===== config.mk =====
export PLATFORM = sky130hd
export DESIGN_NAME = servo_pwm_multi_flat
export DESIGN_NICKNAME = d
export VERILOG_FILES = /design/src/rtl/servo_pwm_multi_if.sv /design/src/rtl/servo_pwm_multi.sv /design/src/flat_wrapper.sv
export SDC_FILE = /design/constraint.sdc
export NUM_CORES = 1
export LEC_CHECK = 0
export CAP_MARGIN = 10
export CORE_MARGIN = 2
export CORE_UTILIZATION = 65
export CTS_CLUSTER_SIZE = 14
export DETAILED_ROUTE_END_ITERATION = 10
export PLACE_DENSITY = 0.84
export SYNTH_ARGS = -nofsm -noshare
export SYNTH_HDL_FRONTEND = slang
export SYNTH_SLANG_ARGS = --single-unit

===== constraint.sdc =====
create_clock -name clk -period 19.9 [get_ports clk]
set_input_delay 4.975 -clock clk [delete_from_list [all_inputs] [get_ports clk]]
set_output_delay 4.975 -clock clk [all_outputs]
set_load 0.02 [all_outputs]

===== src/rtl/servo_pwm_multi_if.sv =====
// Command bus into the multi-channel servo PWM block: per-channel enables,
// inc/dec pulses and the direct target-load strobe.
interface servo_pwm_multi_if #(
  parameter int N_CH  = 4,
  parameter int POS_W = 8
);
  localparam int CH_W = (N_CH > 1) ? $clog2(N_CH) : 1;

  logic [N_CH-1:0]  enable;
  logic [N_CH-1:0]  inc_req;
  logic [N_CH-1:0]  dec_req;
  logic             load_valid;
  logic [CH_W-1:0]  load_ch;
  logic [POS_W-1:0] load_pos;

  modport master (output enable, inc_req, dec_req, load_valid, load_ch, load_pos);
  modport slave  (input  enable, inc_req, dec_req, load_valid, load_ch, load_pos);
endinterface


===== src/rtl/servo_pwm_multi.sv =====
// N-channel servo PWM: shared frame counter, per-channel target/current position
// with per-frame slew, widths latched at the frame boundary for glitch-free pulses.
module servo_pwm_multi #(
  parameter int N_CH       = 4,
  parameter int PERIOD     = 1_000_000,
  parameter int PULSE_MIN  = 25_000,
  parameter int PULSE_STEP = 1_000,
  parameter int POS_MAX    = 100,
  parameter int POS_W      = 8,
  parameter int STEP       = 5,
  parameter int SLEW       = 2,
  parameter int POS_RST    = 0,
  parameter int CNT_W      = 20
) (
  input  logic                    clk,
  input  logic                    rst,
  servo_pwm_multi_if.slave        cmd,
  output logic [N_CH-1:0]         pwm_out,
  output logic [N_CH*POS_W-1:0]   cur_pos,
  output logic [N_CH-1:0]         busy,
  output logic                    frame_tick
);
  localparam int                CH_W      = (N_CH > 1) ? $clog2(N_CH) : 1;
  localparam logic [CNT_W-1:0]  LAST      = CNT_W'(PERIOD - 1);
  localparam logic [CNT_W-1:0]  PMIN_C    = CNT_W'(PULSE_MIN);
  localparam logic [CNT_W-1:0]  PSTEP_C   = CNT_W'(PULSE_STEP);
  localparam logic [CNT_W-1:0]  WIDTH_RST = CNT_W'(PULSE_MIN + POS_RST * PULSE_STEP);
  localparam logic [POS_W:0]    POS_MAX_X = (POS_W + 1)'(POS_MAX);
  localparam logic [POS_W:0]    STEP_X    = (POS_W + 1)'(STEP);
  localparam logic [POS_W-1:0]  POS_MAX_P = POS_W'(POS_MAX);
  localparam logic [POS_W-1:0]  POS_RST_P = POS_W'(POS_RST);

  logic [CNT_W-1:0] cnt_reg;
  logic [CNT_W-1:0] cnt_next;
  logic             frame_tick_reg;

  assign cnt_next = (cnt_reg == LAST) ? '0 : cnt_reg + CNT_W'(1);

  // frame_tick is registered so it lines up with counter == PERIOD-1
  always_ff @(posedge clk or negedge rst) begin
    if (!rst) begin
      cnt_reg        <= '0;
      frame_tick_reg <= 1'b0;
    end else begin
      cnt_reg        <= cnt_next;
      frame_tick_reg <= (cnt_next == LAST);
    end
  end

  assign frame_tick = frame_tick_reg;

  genvar gi;
  generate
    for (gi = 0; gi < N_CH; gi++) begin : g_ch
      logic [POS_W-1:0] target_reg;
      logic [POS_W-1:0] target_next;
      logic [POS_W-1:0] cur_reg;
      logic [POS_W-1:0] cur_next;
      logic [CNT_W-1:0] width_reg;
      logic             pwm_reg;
      logic [POS_W:0]   tgt_x;
      logic [POS_W:0]   inc_x;
      logic [POS_W:0]   dec_x;
      logic [POS_W:0]   load_x;
      logic             load_hit;

      assign tgt_x    = {1'b0, target_reg};
      assign inc_x    = tgt_x + STEP_X;
      assign dec_x    = tgt_x - STEP_X;
      assign load_x   = {1'b0, cmd.load_pos};
      assign load_hit = cmd.load_valid && (cmd.load_ch == CH_W'(gi));

      always_comb begin
        target_next = target_reg;
        if (load_hit)
          target_next = (load_x > POS_MAX_X) ? POS_MAX_P : cmd.load_pos;
        else if (cmd.inc_req[gi] && cmd.dec_req[gi])
          target_next = target_reg;
        else if (cmd.inc_req[gi])
          target_next = (inc_x > POS_MAX_X) ? POS_MAX_P : inc_x[POS_W-1:0];
        else if (cmd.dec_req[gi])
          target_next = (tgt_x < STEP_X) ? '0 : dec_x[POS_W-1:0];
      end

      if (SLEW == 0) begin : g_jump
        assign cur_next = target_reg;
      end else begin : g_slew
        localparam logic [POS_W:0] SLEW_X = (POS_W + 1)'(SLEW);
        logic [POS_W:0] cur_x;
        logic [POS_W:0] up_x;
        logic [POS_W:0] dn_x;

        assign cur_x = {1'b0, cur_reg};
        assign up_x  = cur_x + SLEW_X;
        assign dn_x  = cur_x - SLEW_X;

        always_comb begin
          cur_next = cur_reg;
          if (tgt_x > cur_x)
            cur_next = ((tgt_x - cur_x) > SLEW_X) ? up_x[POS_W-1:0] : target_reg;
          else if (cur_x > tgt_x)
            cur_next = ((cur_x - tgt_x) > SLEW_X) ? dn_x[POS_W-1:0] : target_reg;
        end
      end

      // Slew and width latch share the frame_tick edge, so the width used from
      // count 0 onward always reflects the position just slewed.
      always_ff @(posedge clk or negedge rst) begin
        if (!rst) begin
          target_reg <= POS_RST_P;
          cur_reg    <= POS_RST_P;
          width_reg  <= WIDTH_RST;
          pwm_reg    <= 1'b0;
        end else begin
          target_reg <= target_next;
          if (frame_tick_reg) begin
            cur_reg   <= cur_next;
            width_reg <= PMIN_C + CNT_W'(cur_next) * PSTEP_C;
          end
          pwm_reg <= cmd.enable[gi] && (cnt_reg < width_reg);
        end
      end

      assign pwm_out[gi]                 = pwm_reg;
      assign cur_pos[gi*POS_W +: POS_W]  = cur_reg;
      assign busy[gi]                    = (cur_reg != target_reg);
    end
  endgenerate

  param_legal_a: assert property (@(posedge clk)
    (PULSE_MIN + POS_MAX * PULSE_STEP < PERIOD) && (POS_MAX < 2 ** POS_W));

endmodule


===== src/flat_wrapper.sv =====
// flat-port wrapper written by rule: the top's interface ports become plain ports
module servo_pwm_multi_flat 
#(
  parameter int N_CH       = 4,
  parameter int PERIOD     = 1_000_000,
  parameter int PULSE_MIN  = 25_000,
  parameter int PULSE_STEP = 1_000,
  parameter int POS_MAX    = 100,
  parameter int POS_W      = 8,
  parameter int STEP       = 5,
  parameter int SLEW       = 2,
  parameter int POS_RST    = 0,
  parameter int CNT_W      = 20
)
  (clk, rst, pwm_out, cur_pos, busy, frame_tick, cmd_enable, cmd_inc_req, cmd_dec_req, cmd_load_valid, cmd_load_ch, cmd_load_pos);
  servo_pwm_multi_if #(.N_CH(N_CH), .POS_W(POS_W)) cmd_i ();
  input  logic clk;
  input  logic rst;
  output logic [N_CH-1:0] pwm_out;
  output logic [N_CH*POS_W-1:0] cur_pos;
  output logic [N_CH-1:0] busy;
  output logic frame_tick;
  input wire logic [$bits(cmd_i.enable)-1:0] cmd_enable;
  input wire logic [$bits(cmd_i.inc_req)-1:0] cmd_inc_req;
  input wire logic [$bits(cmd_i.dec_req)-1:0] cmd_dec_req;
  input wire logic [$bits(cmd_i.load_valid)-1:0] cmd_load_valid;
  input wire logic [$bits(cmd_i.load_ch)-1:0] cmd_load_ch;
  input wire logic [$bits(cmd_i.load_pos)-1:0] cmd_load_pos;
  assign cmd_i.enable = cmd_enable;
  assign cmd_i.inc_req = cmd_inc_req;
  assign cmd_i.dec_req = cmd_dec_req;
  assign cmd_i.load_valid = cmd_load_valid;
  assign cmd_i.load_ch = cmd_load_ch;
  assign cmd_i.load_pos = cmd_load_pos;
  servo_pwm_multi #(.N_CH(N_CH), .PERIOD(PERIOD), .PULSE_MIN(PULSE_MIN), .PULSE_STEP(PULSE_STEP), .POS_MAX(POS_MAX), .POS_W(POS_W), .STEP(STEP), .SLEW(SLEW), .POS_RST(POS_RST), .CNT_W(CNT_W)) u_core (.clk(clk), .rst(rst), .cmd(cmd_i), .pwm_out(pwm_out), .cur_pos(cur_pos), .busy(busy), .frame_tick(frame_tick));
endmodule

# After elaboration in Yosys (flattened, before gate mapping)
# Cells that the tools add are included.
# op_classes
n_addsub	29
n_mul	4
magnitude_cmp	29
eq_ne	13
muxes	42
n_reduce_logical	21
# ops
op	count
$mux W8	41
$lt A20 B20 Y1	4
$add A15 B18 Y19 const A	4
$gt A9 B2 Y1 const B	8
$sub A8 B8 Y9	8
$gt A8 B8 Y1	8
$mul A8 B7 Y15 const B	4
$eq A20 B20 Y1 const B	2
$add A8 B3 Y9 const B	4
$gt A9 B7 Y1 const B	4
$add A8 B2 Y8 const B	4
$lt A8 B3 Y1 const B	4
$ne A8 B8 Y1	4
$sub A8 B2 Y8 const B	4
$sub A8 B3 Y8 const B	4
$add A20 B1 Y20 const B	1
$mux W20	1
$logic_and A1 B1 Y1	12
$reduce_bool A3 Y1	4
$gt A8 B7 Y1 const B	1
$ne A2 B1 Y1 const B	4
$reduce_and A2 Y1	4
$eq A2 B2 Y1 const B	2
$eq A2 B1 Y1 const B	1
$logic_not A2 Y1	1
# word_totals
regBits	169
input_bits	25
output_inout_bits	41
word_cells	156

# Depth between registers and ports, before layout
# depth
depth_word	7
depth_mapped	32

# Worst setup path before layout
# No wires, ideal clock.
# synth_path
kind	reg-to-reg
startpoint	register u_core.g_ch[3].cur_reg[1]
endpoint	register u_core.g_ch[3].width_reg[16]
setup_time_ps	137
t_arrival_ps	7512
t_required_ps	19763
path_slack_ps	12251
stages_incl_launch_ff	29
path_buffers	0
synth_period_minus_slack_ps	7649
path_cell_list	dfrtp_1 -> inv_1 -> fa_1 -> nand2b_1 -> a221oi_2 -> o221ai_2 -> nor4b_1 -> nand2_1 -> a211oi_1 -> a21oi_1 -> o21ai_0 -> inv_1 -> fa_1 -> xnor2_1 -> ha_1 -> fa_1 -> inv_1 -> fa_1 -> inv_1 -> ha_1 -> o21ai_0 -> nand2_1 -> xor2_1 -> nor4b_1 -> and3_1 -> a211oi_1 -> a211oi_2 -> xnor2_1 -> a21oi_1
# synth_between
elab_chain_len	7
elab_cells_between_ends	14
cone_classes	add/sub: 5; mul: 1; order compare: 4; mux: 4
# synth_rtl
item	line	rtl
start, declared	servo_pwm_multi.sv:57	logic [POS_W-1:0] cur_reg;
start signal, assigned	servo_pwm_multi.sv:117	cur_reg <= cur_next;
$sub A8 B8 Y9	servo_pwm_multi.sv:102	cur_next = ((cur_x - tgt_x) > SLEW_X) ? dn_x[POS_W-1:0] : target_reg;
$gt A9 B2 Y1	servo_pwm_multi.sv:102	
$mux W8	servo_pwm_multi.sv:102	
$mux W8	servo_pwm_multi.sv:101	else if (cur_x > tgt_x)
$mux W8 (*)	servo_pwm_multi.sv:99	if (tgt_x > cur_x)
net u_core.g_ch[3].cur_next[2]	servo_pwm_multi.sv:58	logic [POS_W-1:0] cur_next;
$mul A8 B7 Y15 (*)	servo_pwm_multi.sv:118	width_reg <= PMIN_C + CNT_W'(cur_next) * PSTEP_C;
$add A15 B18 Y19 (*)	servo_pwm_multi.sv:118	
end signal, assigned	servo_pwm_multi.sv:118	
end, declared	servo_pwm_multi.sv:59	logic [CNT_W-1:0] width_reg;
# Mark *: on every way through the listed nets, which the timed path passes. The rest lies on a longest branch.
# A chain may end at the register's enable or synchronous reset.

# Worst setup path in the final report
# Ends and elaborated chain as after synthesis.

==> results.md <==
- CTS tree: done
- Clock slew at reported path FFs: approximately 80 ps
- Slowest CP cell: o21ai_0
- Post-route cell area: approximately 23,000 um^2
- Area of placed instances: between 20,000 and 25,000 um^2
- Full die area: 34,700 um^2
- Post-cts sizing count: 0
- Rows: 66
- Flops & latches, synth: about 150
- Vias in the first global route: approximately 20,000
- Vias post-DR: ~20,000
- Final Util: 0.706
- Min cycle time layout: 8890 ps
- Max-cap violations: 0
- Switching power: between 1.5 and 2 mW
- First-pass GRT wire length: slightly below 100,000 um
- Met3 Use GR: 0.0489
- Core Region: around 33,000 um^2
- Lkg Pwr: around 11 nW
- YS warnings: 0
- Req. time, crit path: 20,190 ps
- Post-synthesis sequential area ratio: 0.179
- Gr ovfl total: 0
- Avg Inst Size Synth: around 8 um^2
- Clock sinks: 153
- Post-synth EDFFs: 0
- Top-count cell post-synth: inv_1
- Pre-Repair DR Iteration Count: 8
- Pwr Density: roughly 150 nW/um^2
- Crit end category: register
- CTS hold repair buffers: 0
- Die Height: between 150 and 200 um
- Total CTS buffers: 17
- Final nets: between 3,000 and 4,000
- Routed wire length per instance: roughly 19 um
- RSZ-0062 raised after global routing: no
- Hpwl dp: between 40,000 and 50,000 um
- Worst Setup Start Kind: register
- Root Buffer Master: clkbuf_16
- DR vias/cell: 6.42
- # IOs: 66
- Fin Setup TNS: 0 ps
- Max transition margin: 0.207
- Hold WC Path Type: register to register
- Grt met1 use: 0.429
- Largest register FFs: 64
- Slew @ Worst Pin: approximately 1200 ps
- Max incr delay on CP: around 740 ps
- GP Congestion: around 1.0
- Kind of critical path: register to register
- Comb power frac: 0.782
- Total wire length: 58,400 um
- Cell taking the most area after synthesis: ha_1
- Post-Syn Instances: 2,690
- Layout cells sized above 1: 0.0475
- Ant. Diodes: 0
- Clock share of power: 0.095
- DR iter-0 viols: roughly 1,800
- Overall power: ~3.5 mW
- Worst-case clock buffer depth: 2
- Hold Slack: between 400 and 500 ps
- Starting Density: 0.662
- Gr usage total: 0.349
- VDD IR max: 0.270 mV
- Worst Clk Skew: roughly 15 ps
- Area added between synthesis and finish: 6.58%
- Initial antenna violation count: 0
- Met2 usage: 0.605
- Most frequent cells after synthesis: inv_1, ha_1, nor2_1, a21oi_1, nand2_1
- Synthesized Nets: just over 3,000
- Most used routing layer: met2
- Synth top area share: 0.171
- Clock Latency Late Sink: approximately 460 ps
- Sw frac: 0.549
- Mapped cell area: between 20,000 and 25,000 um^2
- Final setup violation count: 0
- Status: finished clean
- Internal power: 1.59 mW
- DR DRC count: 0
- Post-DRT Antenna Nets: 0
- Final hold violation count: 0
- Arr. time, crit path: between 9000 and 10,000 ps
- CP Max Fanout: 10
- PortBufs: 65
- Depth of the CTS H-tree: 4
- Asr flop ratio synth: 1.00
- Post-synth cell types: 105
- Highest clock rate: between 100 and 150 MHz
- Post-CTS Setup Bufs: 0
- Pins over their slew limit: 0
- Most area-consuming cells after synthesis: ha_1, dfrtp_1, fa_1
- Flop pwr share: 0.123
- Pin count of the biggest net entering global routing: 98
- Ys flop type: dfrtp_1
- Period utilization: 0.447
- Die width: ~190 um
## cell usage in the layout, fill, tap and decap left out, drive strengths merged, types with 66 or more instances in the layout
master / n
nor2: 221
nor3: 66
ha: 295
xnor2: 90
dfrtp: 129
a21oi: 192
o21ai: 168
inv: 350
nand2: 177
nand3: 95
fa: 93
## final cells by class
cell class,count,area [um^2]
clock buffers,17,425
clock inverters,15,178
fillers,2625,9600
inverters,348,1310
multi-input cells,2091,16000
flip-flops and latches,153,3860
well taps,442,553
repair buffers,73,709
## power by group through the flow
stage                     clock network, mW  logic (mW)  registers (mW)
after CTS                             0.338        2.73           0.429
after detailed placement                  0        2.70           0.435
after floorplan                           0        2.19           0.374
after global placement                    0        2.61           0.432
after global routing                  0.351        3.11           0.440
final                                 0.336        2.76           0.435
## stage by stage
step | std cells | setup slack (ps)
after global placement | 3106 | 11240
final | 3139 | 11010
after global routing | 3139 | 10150
after CTS | 3138 | 11130
after floorplan | 2690 | 12250
after detailed placement | 3106 | 11210
## critical path: cells and delay by family (launching register included)
family / cells / cell delay [ps]
buffers and inverters: 4 / 590
adders and majority gates: 6 / 2670
DFF: 1 / 540
and+or+nand+nor: 6 / 2180
AOI/OAI and AO/OA: 9 / 2070
xor gates and xnor gates: 3 / 660
## layer usage
layer  vias to the layer above  wire length, um
met2                       839            28400
met4                         0             2600
met1                      9605            23800
met5                         -                0
met3                       194             3550
li1                       9518                -
## kinds of logic (layout without fill, tap and decap cells)
logic type	count (synthesis)	in the layout	share of synthesized area
compound gates	738	738	0.227
flops	153	153	0.179
buf+inv	446	453	0.0812
simple gates	775	775	0.174
mux	50	50	0.0247
fa+ha+maj	389	389	0.258
xor+xnor	139	139	0.0564
## final timing paths
kind,start,end,slack (ps),cells after the start
max in group asynchronous,rst,u_core.frame_tick$_DFF_PN0_,13860,2
min in group asynchronous,rst,u_core.g_ch[3].cur_reg[5]$_DFFE_PN0P_,4560,1
worst max-delay path,u_core.g_ch[3].cur_reg[1]$_DFFE_PN0P_,u_core.g_ch[3].width_reg[16]$_DFFE_PN0P_,11010,28
worst min-delay path,u_core.cnt_reg[0]$_DFF_PN0_,u_core.cnt_reg[0]$_DFF_PN0_,500,1
worst min register to register,u_core.cnt_reg[0]$_DFF_PN0_,u_core.cnt_reg[0]$_DFF_PN0_,500,1
worst max register to register,u_core.g_ch[3].cur_reg[1]$_DFFE_PN0P_,u_core.g_ch[3].width_reg[16]$_DFFE_PN0P_,11010,28
Note: power is estimated with default switching activity, not from simulation.
